**src/rtl/mem_bus_arbiter_pkg.sv**
```systemverilog
// Shared defaults, FSM encoding and width helper for the memory bus arbiter.
package mem_bus_arbiter_pkg;

  localparam int DEF_ADDR_W    = 8;
  localparam int DEF_DATA_W    = 16;
  localparam int DEF_MEM_DEPTH = 256;
  localparam int WAIT_W        = 4;

  typedef enum logic [1:0] {
    IDLE   = 2'd0,
    ACCESS = 2'd1,
    DONE   = 2'd2
  } state_e;

  function automatic int ch_w(input int n);
    return (n > 1) ? $clog2(n) : 1;
  endfunction

endpackage

```
**src/rtl/mem_bus_arbiter_rr_arbiter.sv**
```systemverilog
// Round-robin pick: first set req searching upward from ptr+1 with wrap-around.
// Purely combinational; zero latency, no backpressure of its own.
module mem_bus_arbiter_rr_arbiter #(
  parameter int NUM_CH = 2,
  parameter int CH_W   = 1
) (
  input  logic [NUM_CH-1:0] req,
  input  logic [CH_W-1:0]   ptr,
  output logic [NUM_CH-1:0] gnt,
  output logic [CH_W-1:0]   gnt_idx
);

  logic            found;
  logic [CH_W-1:0] c;

  always_comb begin
    gnt     = '0;
    gnt_idx = '0;
    found   = 1'b0;
    c       = '0;
    for (int k = 1; k <= NUM_CH; k++) begin
      c = CH_W'((int'(ptr) + k) % NUM_CH);
      if (!found && req[c]) begin
        found   = 1'b1;
        gnt[c]  = 1'b1;
        gnt_idx = c;
      end
    end
  end

endmodule

```
**src/rtl/mem_bus_arbiter.sv**
```systemverilog
// Multi-master front end to a single-port RAM: RR grant, WAIT_CYCLES+1 strobe cycles, one-cycle ack.
// Requestors hold req until ack; enable low blocks new grants but lets an in-flight access finish.
module mem_bus_arbiter
  import mem_bus_arbiter_pkg::*;
#(
  parameter int NUM_CH      = 2,
  parameter int ADDR_W      = DEF_ADDR_W,
  parameter int DATA_W      = DEF_DATA_W,
  parameter int MEM_DEPTH   = DEF_MEM_DEPTH,
  parameter int WAIT_CYCLES = 1,
  parameter int CH_W        = ch_w(NUM_CH)
) (
  input  logic                     clk,
  input  logic                     rst_n,
  input  logic                     enable,
  input  logic [NUM_CH-1:0]        req,
  input  logic [NUM_CH-1:0]        we,
  input  logic [NUM_CH*ADDR_W-1:0] addr,
  input  logic [NUM_CH*DATA_W-1:0] wdata,
  output logic [NUM_CH-1:0]        ack,
  output logic [DATA_W-1:0]        rdata,
  output logic                     err,
  output logic                     busy,
  output logic [CH_W-1:0]          gnt_id,
  output logic [ADDR_W-1:0]        ram_addr,
  output logic [DATA_W-1:0]        ram_wdata,
  input  logic [DATA_W-1:0]        ram_rdata,
  output logic                     ram_read,
  output logic                     ram_write
);

  state_e              state_q, state_d;
  logic [CH_W-1:0]     ptr_q, ptr_d;
  logic [CH_W-1:0]     gnt_q, gnt_d;
  logic [ADDR_W-1:0]   addr_q, addr_d;
  logic [DATA_W-1:0]   wdata_q, wdata_d;
  logic                we_q, we_d;
  logic [WAIT_W-1:0]   cnt_q, cnt_d;
  logic [DATA_W-1:0]   rdata_q, rdata_d;
  logic                err_q, err_d;
  logic                rd_q, rd_d;
  logic                wr_q, wr_d;

  logic [NUM_CH-1:0]   arb_gnt;
  logic [CH_W-1:0]     arb_idx;
  logic                arb_vld;
  logic [ADDR_W-1:0]   sel_addr;
  logic [DATA_W-1:0]   sel_wdata;
  logic                sel_we;
  logic                sel_in_range;

  mem_bus_arbiter_rr_arbiter #(
    .NUM_CH (NUM_CH),
    .CH_W   (CH_W)
  ) u_rr (
    .req     (req),
    .ptr     (ptr_q),
    .gnt     (arb_gnt),
    .gnt_idx (arb_idx)
  );

  always_comb begin
    arb_vld      = |arb_gnt;
    sel_addr     = addr[arb_idx*ADDR_W +: ADDR_W];
    sel_wdata    = wdata[arb_idx*DATA_W +: DATA_W];
    sel_we       = we[arb_idx];
    sel_in_range = 32'(sel_addr) < 32'(MEM_DEPTH);
  end

  always_comb begin
    state_d = state_q;
    ptr_d   = ptr_q;
    gnt_d   = gnt_q;
    addr_d  = addr_q;
    wdata_d = wdata_q;
    we_d    = we_q;
    cnt_d   = cnt_q;
    rdata_d = rdata_q;
    err_d   = err_q;
    rd_d    = rd_q;
    wr_d    = wr_q;
    unique case (state_q)
      IDLE: begin
        if (enable && arb_vld) begin
          gnt_d   = arb_idx;
          ptr_d   = arb_idx;
          addr_d  = sel_addr;
          wdata_d = sel_wdata;
          we_d    = sel_we;
          if (sel_in_range) begin
            cnt_d   = '0;
            rd_d    = !sel_we;
            wr_d    = sel_we;
            state_d = ACCESS;
          end else begin
            // Out-of-range accesses never strobe the RAM; they complete with err.
            err_d   = 1'b1;
            rdata_d = '0;
            state_d = DONE;
          end
        end
      end
      ACCESS: begin
        if (cnt_q == WAIT_W'(WAIT_CYCLES)) begin
          if (!we_q) rdata_d = ram_rdata;
          rd_d    = 1'b0;
          wr_d    = 1'b0;
          state_d = DONE;
        end else begin
          cnt_d = cnt_q + WAIT_W'(1);
        end
      end
      DONE: begin
        err_d   = 1'b0;
        state_d = IDLE;
      end
      default: state_d = IDLE;
    endcase
  end

  always_ff @(posedge clk or negedge rst_n) begin
    if (!rst_n) begin
      state_q <= IDLE;
      ptr_q   <= CH_W'(NUM_CH - 1);
      gnt_q   <= '0;
      addr_q  <= '0;
      wdata_q <= '0;
      we_q    <= 1'b0;
      cnt_q   <= '0;
      rdata_q <= '0;
      err_q   <= 1'b0;
      rd_q    <= 1'b0;
      wr_q    <= 1'b0;
    end else begin
      state_q <= state_d;
      ptr_q   <= ptr_d;
      gnt_q   <= gnt_d;
      addr_q  <= addr_d;
      wdata_q <= wdata_d;
      we_q    <= we_d;
      cnt_q   <= cnt_d;
      rdata_q <= rdata_d;
      err_q   <= err_d;
      rd_q    <= rd_d;
      wr_q    <= wr_d;
    end
  end

  always_comb begin
    ack = (state_q == DONE) ? (NUM_CH'(1) << gnt_q) : '0;
  end

  assign rdata     = rdata_q;
  assign err       = err_q;
  assign busy      = (state_q != IDLE);
  assign gnt_id    = gnt_q;
  assign ram_addr  = addr_q;
  assign ram_wdata = wdata_q;
  assign ram_read  = rd_q;
  assign ram_write = wr_q;

endmodule

```
**config.mk**
```make
export PLATFORM = sky130hd
export DESIGN_NAME = mem_bus_arbiter
export DESIGN_NICKNAME = d
export VERILOG_FILES = /design/src/rtl/mem_bus_arbiter_pkg.sv /design/src/rtl/mem_bus_arbiter_rr_arbiter.sv /design/src/rtl/mem_bus_arbiter.sv
export SDC_FILE = /design/constraint.sdc
export NUM_CORES = 1
export LEC_CHECK = 0
export ABC_AREA = 0
export ABC_CLOCK_PERIOD_IN_PS = 3100
export BUFFER_PORTS_ARGS = -buffer_cell sky130_fd_sc_hd__buf_2
export CAP_MARGIN = 5
export CELL_PAD_IN_SITES_DETAIL_PLACEMENT = 2
export CELL_PAD_IN_SITES_GLOBAL_PLACEMENT = 2
export CORE_MARGIN = 2
export CORE_UTILIZATION = 30
export DETAILED_ROUTE_END_ITERATION = 12
export PLACE_DENSITY = 0.91
export SYNTH_ARGS = -nofsm -noshare
export SYNTH_HDL_FRONTEND = slang
export SYNTH_SLANG_ARGS = --single-unit
```
**constraint.sdc**
```tcl
create_clock -name clk -period 3.1 [get_ports clk]
set_input_delay 0.31 -clock clk [delete_from_list [all_inputs] [get_ports clk]]
set_output_delay 0.31 -clock clk [all_outputs]
set_load 0.02 [all_outputs]
```
* Word-level counts from Yosys, hierarchy flattened
Cells that the tools add are included.
** Operators by class
- $add $sub $neg :: 3
- Magnitude comparators :: 5
- Equality and inequality tests :: 6
- Shift operators :: 3
- Multiplexer cells :: 27
- Bitwise logic cells :: 2
- Reductions and logical operators :: 15
** Operators by type and width (number)
- $shiftx A32 B6 Y16 :: 1
- $shiftx A16 B5 Y8 :: 1
- $mux W1 :: 14
- $mux W2 :: 5
- $reduce_and A3 Y1 :: 3
- $mux W4 :: 2
- $pmux W4 S2 :: 1
- $lt A1 B2 Y1 const B :: 3
- $ne A2 B2 Y1 const B :: 3
- $add A4 B1 Y4 const B :: 1
- $eq A4 B1 Y1 const B :: 1
- $logic_and A1 B1 Y1 :: 4
- $pmux W1 S2 :: 2
- $pmux W2 S2 :: 1
- $reduce_and A2 Y1 :: 2
- $reduce_bool A2 Y1 :: 2
- $add A1 B1 Y1 const B :: 2
- $demux W1 S1 :: 2
- $eq A2 B1 Y1 const B :: 1
- $eq A2 B2 Y1 const B :: 1
- $ge A1 B1 Y1 const B :: 2
- $logic_not A1 Y1 :: 2
- $logic_not A2 Y1 :: 1
- $or A2 B2 Y2 :: 1
- 3 further kinds :: 3
** Storage, ports and cells
- Bits in registers :: 51
- Logic and storage cells :: 71

* Depth between registers and ports, before layout
Gate-level depths: netlist of the first run.
- Depth in word-level cells :: 12
- Gate-level depth with buffers :: 7
- Depth with buffers taken out :: 5

* By module
From an unflattened synthesis of the first run, not the netlist that was laid out.
** Second synthesis, totals
- Cell total of the unflattened synthesis :: 164
- Area total of the unflattened synthesis :: 2363.5 um^2
** By module, submodules not included
- mem_bus_arbiter :: times used 1, cells each 160, area an instance 2337.2 um^2, seq. area each 1277.5 um^2
- mem_bus_arbiter_rr_arbiter :: times used 1, cells each 4, area an instance 26.3 um^2, seq. area each 0.0 um^2

* Least setup slack after synthesis of the first run
Ideal clock, no wire load.
- Kind :: register to register
- Start point :: register cnt_q[1]
- End point :: register rdata_q[10] (netlist: rdata[10])
- Setup time :: 0.125 ns
- Arrival :: 1.790 ns
- Slack :: 1.185 ns
- Cell stages (with the launch flop) :: 8
- Cell sequence :: dfrtp_1 -> inv_1 -> ha_1 -> or3b_1 -> buf_6 -> nor3_4 -> buf_12 -> mux2_4
** Between the ends
- Cells in the longest elaborated chain, start to end :: 2
** Ends and longest elaborated chain
- start: declaration :: RTL line mem_bus_arbiter.sv:38 : logic [WAIT_W-1:0] cnt_q, cnt_d;
- start signal: assignment :: RTL line mem_bus_arbiter.sv:141 : cnt_q <= cnt_d;
- $eq A4 B1 Y1 :: RTL line mem_bus_arbiter.sv:104 : if (cnt_q == WAIT_W'(WAIT_CYCLES)) begin
- $reduce_and A3 Y1 (no source line)
- end signal: assignment :: RTL line mem_bus_arbiter.sv:142 : rdata_q <= rdata_d;
- end: declaration :: RTL line mem_bus_arbiter.sv:39 : logic [DATA_W-1:0] rdata_q, rdata_d;
Every way passes these cells.
A chain may end at the register's enable or synchronous reset.

* Final worst setup path of the first run
- Start point :: register state_q[1]
- End point :: register addr_q[3] (netlist: ram_addr[3])
** Between the ends
- Cells in the longest elaborated chain, start to end :: 2
** Ends and longest elaborated chain
- start: declaration :: RTL line mem_bus_arbiter.sv:32 : state_e state_q, state_d;
- start signal: assignment :: RTL line mem_bus_arbiter.sv:135 : state_q <= state_d;
- $logic_not A2 Y1 :: RTL line mem_bus_arbiter.sv:82 : unique case (state_q)
- $reduce_and A2 Y1 (no source line)
- end signal: assignment :: RTL line mem_bus_arbiter.sv:138 : addr_q <= addr_d;
- end: declaration :: RTL line mem_bus_arbiter.sv:35 : logic [ADDR_W-1:0] addr_q, addr_d;
Every way passes these cells.

==> impl_metrics.prom, run 1 <==
# TYPE chip_impl_metric gauge
chip_impl_info{name="status",value="finished clean"} 1
chip_impl_metric{name="start_util",unit=""} 0.3093
chip_impl_info{name="critPathTopFamily",value="simple AND/OR/NAND/NOR gates"} 1
chip_impl_metric{name="synth_largest_type_area_fraction",unit=""} 0.5236
chip_impl_metric{name="core_area",unit="mm2"} 0.007727
chip_impl_metric{name="synth.yosys.seq_area_share",unit=""} 0.5346
chip_impl_info{name="synth.top_cells.by_area",value="sky130_fd_sc_hd__dfrtp_1, sky130_fd_sc_hd__mux2_2, sky130_fd_sc_hd__mux2_4"} 1
chip_impl_info{name="rr_startpoint",value="state_q[1]$_DFFE_PN0P_"} 1
chip_impl_metric{name="ctsHoldBuffers",unit=""} 0
chip_impl_metric{name="drtAntennaViolNets",unit=""} 0
chip_impl_metric{name="clock_path_buffers",unit=""} 2
chip_impl_metric{name="synthesis.area_per_instance",unit="um2"} 14.84
chip_impl_metric{name="critical-path-max-stage-delay",unit="ns"} 0.55
chip_impl_info{name="worst_setup_path_start_kind",value="flop"} 1
chip_impl_info{name="most_frequent_cell_after_synthesis",value="sky130_fd_sc_hd__mux2_2"} 1
chip_impl_metric{name="die-width",unit="um"} 93.25
chip_impl_metric{name="post_cts_resize_count",unit=""} 0
chip_impl_metric{name="global_route.overflow_total",unit=""} 0
chip_impl_metric{name="synthDistinctLibCells",unit=""} 28
chip_impl_metric{name="grt_first_pass_wirelength",unit="um"} 9418
chip_impl_metric{name="post-cts-setup-buffers",unit=""} 0
chip_impl_info{name="worstReg2RegEnd",value="ram_addr[3]$_DFFE_PN0P_"} 1
chip_impl_metric{name="multiplexer_fraction_of_the_synthesized_cell_area",unit=""} 0.3529
chip_impl_metric{name="drv.max_cap_violation_count",unit=""} 0
chip_impl_metric{name="io_pins",unit=""} 118
chip_impl_info{name="clk_tree_root_cell",value="sky130_fd_sc_hd__clkbuf_8"} 1
chip_impl_metric{name="tns",unit="ns"} 0
chip_impl_info{name="synth.cells.most_frequent",value="sky130_fd_sc_hd__mux2_2, sky130_fd_sc_hd__dfrtp_1, sky130_fd_sc_hd__mux2_4"} 1
chip_impl_metric{name="report.final.hold_viol_count",unit=""} 0
chip_impl_metric{name="layout_worst_path_cycle_share",unit=""} 0.7295
chip_impl_metric{name="io_buffers",unit=""} 116
chip_impl_metric{name="max_freq",unit="MHz"} 442.2
chip_impl_metric{name="cp_max_fo",unit=""} 23
chip_impl_metric{name="number_of_buffers_inserted_during_clock_tree_synthesis",unit=""} 5
chip_impl_metric{name="critical_path.n_buffers_inverters",unit=""} 1
chip_impl_metric{name="setup_violations",unit=""} 0
chip_impl_metric{name="synth_warnings",unit=""} 0
chip_impl_metric{name="p_total",unit="W"} 0.003061
chip_impl_metric{name="routedWlPerCell",unit="um"} 15.25
chip_impl_metric{name="power_per_cell_area",unit="mW/mm2"} 972.4
chip_impl_metric{name="synth_async_sr_flop_share",unit=""} 1.000
chip_impl_metric{name="clk_pin_slew_worst_paths",unit="ns"} 0.09
chip_impl_metric{name="track_usage",unit=""} 0.1369
chip_impl_metric{name="crit_arrival",unit="ns"} 2.44
chip_impl_metric{name="synth_enable_flop_cells",unit=""} 0
chip_impl_metric{name="clock_sink_count",unit=""} 51
chip_impl_metric{name="r2r_setup_slack",unit="ns"} 0.84
chip_impl_metric{name="viasPerCell",unit=""} 4.558
chip_impl_info{name="largest_family_of_logic_cells_by_synthesized_area",value="multiplexers"} 1
chip_impl_metric{name="placement_row_count",unit=""} 32
chip_impl_metric{name="nets",unit=""} 352
chip_impl_info{name="tritoncts",value="done"} 1
chip_impl_metric{name="maxSlewHeadroom",unit=""} 0.3927
chip_impl_metric{name="finalWeightedCongestion",unit=""} 0.7531
chip_impl_metric{name="multi_input_comb_area",unit="mm2"} 0.001045
chip_impl_metric{name="final.fill_count",unit=""} 819
chip_impl_metric{name="vdd_drop_max",unit="mV"} 0.4199
chip_impl_metric{name="worst-r2r-cell-count",unit=""} 4
chip_impl_metric{name="htreeDepth",unit=""} 2
chip_impl_metric{name="ys_seq_elements",unit=""} 51
chip_impl_metric{name="pin_count_of_the_biggest_net_entering_global_routing",unit=""} 32
chip_impl_metric{name="timing_worst_slew_pin_value",unit="ns"} 0.9087
chip_impl_info{name="cp_cell_sequence",value="or3b_2 -> nor2_4 -> buf_4 -> mux2_2"} 1
chip_impl_info{name="synth_largest_area_cell",value="sky130_fd_sc_hd__dfrtp_1"} 1
chip_impl_metric{name="drtIter0Drc",unit=""} 52
chip_impl_metric{name="final_max_slew_viols",unit=""} 0
chip_impl_metric{name="area_growth_syn_to_layout",unit="%"} 31.73
chip_impl_metric{name="clock_latency_of_the_later_clocked_register_in_the_worst_skew_pair",unit="ns"} 0.29
chip_impl_info{name="setup_repair_after_global_routing_missed_its_margin",value="no"} 1
chip_impl_metric{name="final_period_minus_worst_setup_slack",unit="ns"} 2.261
chip_impl_metric{name="dp_hpwl",unit="um"} 4671
chip_impl_metric{name="synth_simple_gate_area_frac",unit=""} 0.04398
chip_impl_metric{name="final_cell_count_no_fill",unit=""} 382
chip_impl_metric{name="p_leak",unit="nW"} 1.548
chip_impl_metric{name="post_synth_fa_ha_maj_area_fraction",unit=""} 0.01047
chip_impl_metric{name="cp_num_cells",unit=""} 4
chip_impl_info{name="critical-path-slowest-cell",value="sky130_fd_sc_hd__nor2_4"} 1
chip_impl_metric{name="synthesized_netlist_cell_count",unit=""} 161
chip_impl_metric{name="antenna_found_initial",unit=""} 0
chip_impl_metric{name="ff_latch_area",unit="mm2"} 0.001277
chip_impl_metric{name="synth_nets",unit=""} 234
chip_impl_metric{name="complex_gate_fraction_of_the_synthesized_area",unit=""} 0.02199
chip_impl_metric{name="critical_path_required",unit="ns"} 3.28
chip_impl_metric{name="via_count",unit=""} 1741
chip_impl_metric{name="floorplan.die_area",unit="mm2"} 0.008696
chip_impl_metric{name="mappedNetlistArea",unit="mm2"} 0.002390
chip_impl_metric{name="route.detailed.drc",unit=""} 0
chip_impl_metric{name="via_count_of_the_first_global_routing_pass",unit=""} 1907
chip_impl_metric{name="layout-drive-gt1-share",unit=""} 0.7179
chip_impl_info{name="timing_worst_setup_path_type",value="reg -> reg"} 1
chip_impl_metric{name="floorplan.die.height",unit="um"} 93.25
chip_impl_metric{name="antennaDiodeCount",unit=""} 0
chip_impl_metric{name="drt_wl_total",unit="um"} 5825
chip_impl_metric{name="post_synth_xor_area_fraction",unit=""} 0
chip_impl_info{name="end_kind",value="flop"} 1
chip_impl_info{name="synthFlopType",value="sky130_fd_sc_hd__dfrtp_1"} 1
chip_impl_metric{name="finalClockSkew",unit="ns"} 0.008700
chip_impl_info{name="worst_hold_path_type",value="in -> async"} 1
chip_impl_metric{name="post-place-cells",unit=""} 374
chip_impl_metric{name="drtPass1Iterations",unit=""} 3
-- cell type report --
class / instances / share of cell area
repair buffers: 119 / 0.1916
well taps: 102 / 0.04054
multi-input cells: 99 / 0.3319
flip-flops and latches: 51 / 0.4058
inverters: 3 / 0.003577
clock inverters: 3 / 0.004769
clock buffers: 5 / 0.02186
-- stage by stage --
step                      area, um2    util  hold slack, ns  setup WS (ns)
after floorplan                2390       -         0.01441          1.185
after global placement         3064  0.3965          0.3874         0.8911
after detailed placement       3064  0.3965          0.3979         0.8086
after CTS                      3148  0.4074         0.06728         0.7836
after global routing           3148  0.4074         0.09494         0.6671
final                          3148  0.4074         0.05128         0.8385
-- kinds of logic (layout without fill, tap and decap cells) --
kind of cell,after synthesis,count (layout)
muxes,72,72
DFF,51,51
and+or+nand+nor,16,16
buffers and inverters,11,130
AOI/OAI and AO/OA,8,8
adders and majority gates,2,2
other,1,1
-- metal layers --
metal,track usage,vias to the layer above,share of wire,routed length (um)
li1,-,801,-,-
met1,0.1569,853,0.39,2285
met2,0.2482,85,0.50,2937
met3,0.04593,2,0.10,584
met4,0.02574,0,0.0033,19
met5,0,-,0,0
-- state kept, by name, indices dropped and copies added (netlist names) --
register and flops:
ram_wdata 16, ptr_q 1, ram_addr 8, ram_write 1
cnt_q 4, state_q 2, we_q 1, rdata 16
gnt_id 1, ram_read 1
-- how the worst max path moves through the flow --
| stage | slack [ns] | to | start |
|---|---|---|---|
| 6_report | 0.84 | ram_addr[3]$_DFFE_PN0P_ | state_q[1]$_DFFE_PN0P_ |
| 5_1_grt | 0.67 | ram_addr[3]$_DFFE_PN0P_ | state_q[1]$_DFFE_PN0P_ |
| 4_1_cts | 0.78 | ram_addr[3]$_DFFE_PN0P_ | state_q[1]$_DFFE_PN0P_ |
| 3_5_place_dp | 0.81 | ram_addr[3]$_DFFE_PN0P_ | state_q[1]$_DFFE_PN0P_ |
| 3_3_place_gp | 0.89 | ram_wdata[14]$_DFFE_PN0P_ | state_q[1]$_DFFE_PN0P_ |
| 2_1_floorplan | 1.19 | rdata[10]$_DFFE_PN0P_ | cnt_q[1]$_DFFE_PN0P_ |
-- power by group --
part           leakage, nW  internal [W]  switching, W  total (W)
clock               0.0477      0.000155      0.000213   0.000368
combinational        0.887      0.000689      0.000815    0.00150
sequential           0.614       0.00100      0.000190    0.00119
-- cells in the final DEF (no fill, tap or decap), drive strengths merged --
cell	synthesis	final
buf	8	119
mux2	68	68
dfrtp	50	50
clkbuf	0	5
mux2i	4	4
o21ai	4	4
nor2	4	4
inv	3	3
nand3	3	3
clkinv	0	3
ha	2	2
or3b	2	2
nor3b	1	1
or2	1	1
and3b	1	1
nand2b	1	1
nor2b	1	1
o2bb2ai	1	1
a21boi	1	1
or3	1	1
a21oi	1	1
nor3	1	1
o21a	1	1
conb	1	1
dfstp	1	1
Note: power is estimated with default switching activity, not from simulation.
==> inputs of run 2 (changes only) <==
--- a/config.mk
+++ b/config.mk
@@ -6,15 +6,15 @@
 export NUM_CORES = 1
 export LEC_CHECK = 0
 export ABC_AREA = 0
-export ABC_CLOCK_PERIOD_IN_PS = 3100
+export ABC_CLOCK_PERIOD_IN_PS = 2300
 export BUFFER_PORTS_ARGS = -buffer_cell sky130_fd_sc_hd__buf_2
 export CAP_MARGIN = 5
 export CELL_PAD_IN_SITES_DETAIL_PLACEMENT = 2
 export CELL_PAD_IN_SITES_GLOBAL_PLACEMENT = 2
 export CORE_MARGIN = 2
-export CORE_UTILIZATION = 30
+export CORE_UTILIZATION = 29
 export DETAILED_ROUTE_END_ITERATION = 12
-export PLACE_DENSITY = 0.91
+export PLACE_DENSITY = 0.89
 export SYNTH_ARGS = -nofsm -noshare
 export SYNTH_HDL_FRONTEND = slang
 export SYNTH_SLANG_ARGS = --single-unit
==> constraint.sdc (replaced) <==
create_clock -name clk -period 2.3 [get_ports clk]
set_input_delay 0.23 -clock clk [delete_from_list [all_inputs] [get_ports clk]]
set_output_delay 0.23 -clock clk [all_outputs]
set_load 0.02 [all_outputs]
==> impl_metrics.prom, run 2 (synthesis results as in run 1) <==
# TYPE chip_impl_metric gauge
chip_impl_metric{name="hold_depth",unit=""} 2
chip_impl_metric{name="r2r_setup_slack",unit="ns"} 0.24
chip_impl_metric{name="io_pins",unit=""} 118
chip_impl_metric{name="placement.cell_area",unit="mm2"} 0.003083
chip_impl_metric{name="crit_arrival",unit="ns"} 2.24
chip_impl_metric{name="clk_pin_slew_worst_paths",unit="ns"} 0.10
chip_impl_info{name="mostFrequentLayoutCell",value="sky130_fd_sc_hd__buf_2"} 1
chip_impl_info{name="most_used_cells_in_the_layout_excluding_fill_and_tap_cells",value="sky130_fd_sc_hd__buf_2, sky130_fd_sc_hd__mux2_2, sky130_fd_sc_hd__dfrtp_1, sky130_fd_sc_hd__mux2_4, sky130_fd_sc_hd__clkbuf_8"} 1
chip_impl_metric{name="clock_latency_of_the_later_clocked_register_in_the_worst_skew_pair",unit="ns"} 0.30
chip_impl_metric{name="viasPerCell",unit=""} 4.593
chip_impl_metric{name="track_usage",unit=""} 0.1416
chip_impl_metric{name="routedWlPerCell",unit="um"} 15.87
chip_impl_metric{name="cp_max_fo",unit=""} 16
chip_impl_info{name="min_from",value="ram_rdata[7]"} 1
chip_impl_info{name="worst_setup_path_start_kind",value="flop"} 1
chip_impl_metric{name="nets",unit=""} 355
chip_impl_metric{name="post-cts-setup-buffers",unit=""} 0
chip_impl_metric{name="critical_path_required",unit="ns"} 2.48
chip_impl_metric{name="htreeDepth",unit=""} 2
chip_impl_metric{name="p_leak",unit="nW"} 1.561
chip_impl_metric{name="drv.max_cap_violation_count",unit=""} 0
chip_impl_metric{name="area_growth_syn_to_layout",unit="%"} 33.56
chip_impl_metric{name="route.detailed.drc",unit=""} 0
chip_impl_metric{name="floorplan.die_area",unit="mm2"} 0.008983
chip_impl_metric{name="start_util",unit=""} 0.2953
chip_impl_metric{name="ff_latch_area",unit="mm2"} 0.001277
chip_impl_info{name="worstReg2RegEnd",value="rdata[3]$_DFFE_PN0P_"} 1
chip_impl_metric{name="final_period_minus_worst_setup_slack",unit="ns"} 2.059
chip_impl_metric{name="global_route.overflow_total",unit=""} 0
chip_impl_metric{name="report.final.hold_viol_count",unit=""} 0
chip_impl_metric{name="finalClockSkew",unit="ns"} 0.009087
chip_impl_info{name="status",value="finished clean"} 1
chip_impl_metric{name="floorplan.die.height",unit="um"} 94.78
chip_impl_info{name="worst_hold_path_type",value="in -> reg"} 1
chip_impl_metric{name="antenna_found_initial",unit=""} 0
chip_impl_metric{name="final_cell_count_no_fill",unit=""} 388
chip_impl_metric{name="post-place-cells",unit=""} 379
chip_impl_info{name="end_kind",value="flop"} 1
chip_impl_metric{name="clock_path_buffers",unit=""} 2
chip_impl_metric{name="final.fill_count",unit=""} 881
chip_impl_info{name="setup_repair_after_global_routing_missed_its_margin",value="no"} 1
chip_impl_metric{name="post_cts_resize_count",unit=""} 0
chip_impl_info{name="clk_tree_root_cell",value="sky130_fd_sc_hd__clkbuf_8"} 1
chip_impl_metric{name="tns",unit="ns"} 0
chip_impl_metric{name="max_freq",unit="MHz"} 485.8
chip_impl_metric{name="via_count",unit=""} 1782
chip_impl_info{name="tritoncts",value="done"} 1
chip_impl_metric{name="drt_wl_total",unit="um"} 6157
chip_impl_metric{name="maxSlewHeadroom",unit=""} 0.6337
chip_impl_metric{name="placement_row_count",unit=""} 33
chip_impl_metric{name="antennaDiodeCount",unit=""} 0
chip_impl_metric{name="number_of_buffers_inserted_during_clock_tree_synthesis",unit=""} 5
chip_impl_metric{name="drtIter0Drc",unit=""} 11
chip_impl_metric{name="stdcell_area",unit="mm2"} 0.003192
chip_impl_metric{name="drtPass1Iterations",unit=""} 3
chip_impl_metric{name="power_per_cell_area",unit="mW/mm2"} 1315
chip_impl_metric{name="layout_worst_path_cycle_share",unit=""} 0.8951
chip_impl_metric{name="worst-r2r-cell-count",unit=""} 6
chip_impl_metric{name="io_buffers",unit=""} 116
chip_impl_metric{name="grt_first_pass_wirelength",unit="um"} 9825
chip_impl_metric{name="vdd_drop_max",unit="mV"} 0.5109
chip_impl_metric{name="die-width",unit="um"} 94.78
chip_impl_metric{name="timing_worst_slew_pin_value",unit="ns"} 0.5495
chip_impl_metric{name="layout-drive-gt1-share",unit=""} 0.7173
chip_impl_metric{name="dp_hpwl",unit="um"} 4927
chip_impl_metric{name="core_area",unit="mm2"} 0.008093
chip_impl_metric{name="drtAntennaViolNets",unit=""} 0
chip_impl_metric{name="pin_count_of_the_biggest_net_entering_global_routing",unit=""} 29
chip_impl_info{name="rr_startpoint",value="cnt_q[1]$_DFFE_PN0P_"} 1
chip_impl_metric{name="final_max_slew_viols",unit=""} 0
chip_impl_metric{name="multi_input_comb_area",unit="mm2"} 0.001032
chip_impl_metric{name="setup_violations",unit=""} 0
chip_impl_metric{name="finalWeightedCongestion",unit=""} 0.7637
chip_impl_metric{name="clock_sink_count",unit=""} 51
chip_impl_metric{name="via_count_of_the_first_global_routing_pass",unit=""} 1997
chip_impl_info{name="timing_worst_setup_path_type",value="reg -> reg"} 1
chip_impl_info{name="hold_end",value="rdata[7]$_DFFE_PN0P_"} 1
## run 2: cell count changes in the layout (fill, tap and decap cells not counted)
| cell | previous run | this run |
|---|---|---|
| sky130_fd_sc_hd__clkbuf_8 | 5 | 6 |
| sky130_fd_sc_hd__buf_4 | 3 | 4 |
| sky130_fd_sc_hd__a21boi_2 | 0 | 1 |
| sky130_fd_sc_hd__buf_12 | 0 | 1 |
| sky130_fd_sc_hd__nor2_2 | 0 | 1 |
| sky130_fd_sc_hd__dlygate4sd3_1 | 0 | 1 |
| sky130_fd_sc_hd__clkinv_4 | 0 | 1 |
| sky130_fd_sc_hd__clkinv_2 | 3 | 0 |
| sky130_fd_sc_hd__a21boi_4 | 1 | 0 |
| sky130_fd_sc_hd__nor2_4 | 1 | 0 |
| sky130_fd_sc_hd__clkinvlp_4 | 0 | 1 |
## run 2: power by group
group / switching [W] / leakage [nW] / total, W / internal, W
Sequential: 0.000249 / 0.614 / 0.00160 / 0.00135
Combinational: 0.00111 / 0.900 / 0.00205 / 0.000945
Clock: 0.000302 / 0.0474 / 0.000548 / 0.000246
Total: 0.00166 / 1.56 / 0.00420 / 0.00254
## run 2: final cells by class
type / count / area share
Sequential cell: 51 / 0.4002
Clock buffer: 6 / 0.02587
Clock inverter: 2 / 0.005096
Timing Repair Buffer: 122 / 0.2007
Multi-Input combinational cell: 99 / 0.3234
Inverter: 3 / 0.003528
Tap cell: 105 / 0.04116
## run 2: worst max-delay path: stages (launching register included)
cell and delay (ns):
sky130_fd_sc_hd__dfrtp_1 0.42, sky130_fd_sc_hd__inv_1 0.07, sky130_fd_sc_hd__ha_1 0.14, sky130_fd_sc_hd__or3b_1 0.49
sky130_fd_sc_hd__nor3_4 0.16, sky130_fd_sc_hd__buf_4 0.30, sky130_fd_sc_hd__mux2_2 0.37
## run 2: repair_timing
action | in CTS | in global routing
endpoints found under the setup margin | 0 | 0
hold endpoints to repair | 22 | 0
hold buffers | 1 | 0
## run 2: worst max path at each step
stage                                    start               endpoint  cells past startpoint  slack [ns]
after floorplan           cnt_q[1]$_DFFE_PN0P_  rdata[10]$_DFFE_PN0P_                      7        0.39
after global placement    cnt_q[1]$_DFFE_PN0P_   rdata[0]$_DFFE_PN0P_                      6        0.35
after detailed placement  cnt_q[1]$_DFFE_PN0P_   rdata[3]$_DFFE_PN0P_                      6        0.23
after CTS                 cnt_q[1]$_DFFE_PN0P_   rdata[3]$_DFFE_PN0P_                      6        0.21
after global routing      cnt_q[1]$_DFFE_PN0P_   rdata[3]$_DFFE_PN0P_                      6        0.16
final                     cnt_q[1]$_DFFE_PN0P_   rdata[3]$_DFFE_PN0P_                      6        0.24
## run 2: through the flow
| step | utilization | hold WS, ns | worst slack (ns) | total power, W |
|---|---|---|---|---|
| floorplan | - | -0.06559 | 0.3852 | 0.003018 |
| global route | 0.3944 | 0.1377 | 0.1570 | 0.004519 |
| CTS | 0.3944 | 0.1380 | 0.2115 | 0.004301 |
| detailed placement | 0.3810 | 0.2561 | 0.2291 | 0.003728 |
| finish | 0.3944 | 0.1502 | 0.2414 | 0.004198 |
| global placement | 0.3810 | 0.2495 | 0.3451 | 0.003603 |
## run 2: metal layers
layer | vias up | GRT usage | wire length [um]
met5 | - | 0 | 0
met4 | 0 | 0.03623 | 49
met3 | 5 | 0.03671 | 526
met2 | 79 | 0.2671 | 3250
met1 | 889 | 0.1567 | 2330
li1 | 809 | - | -
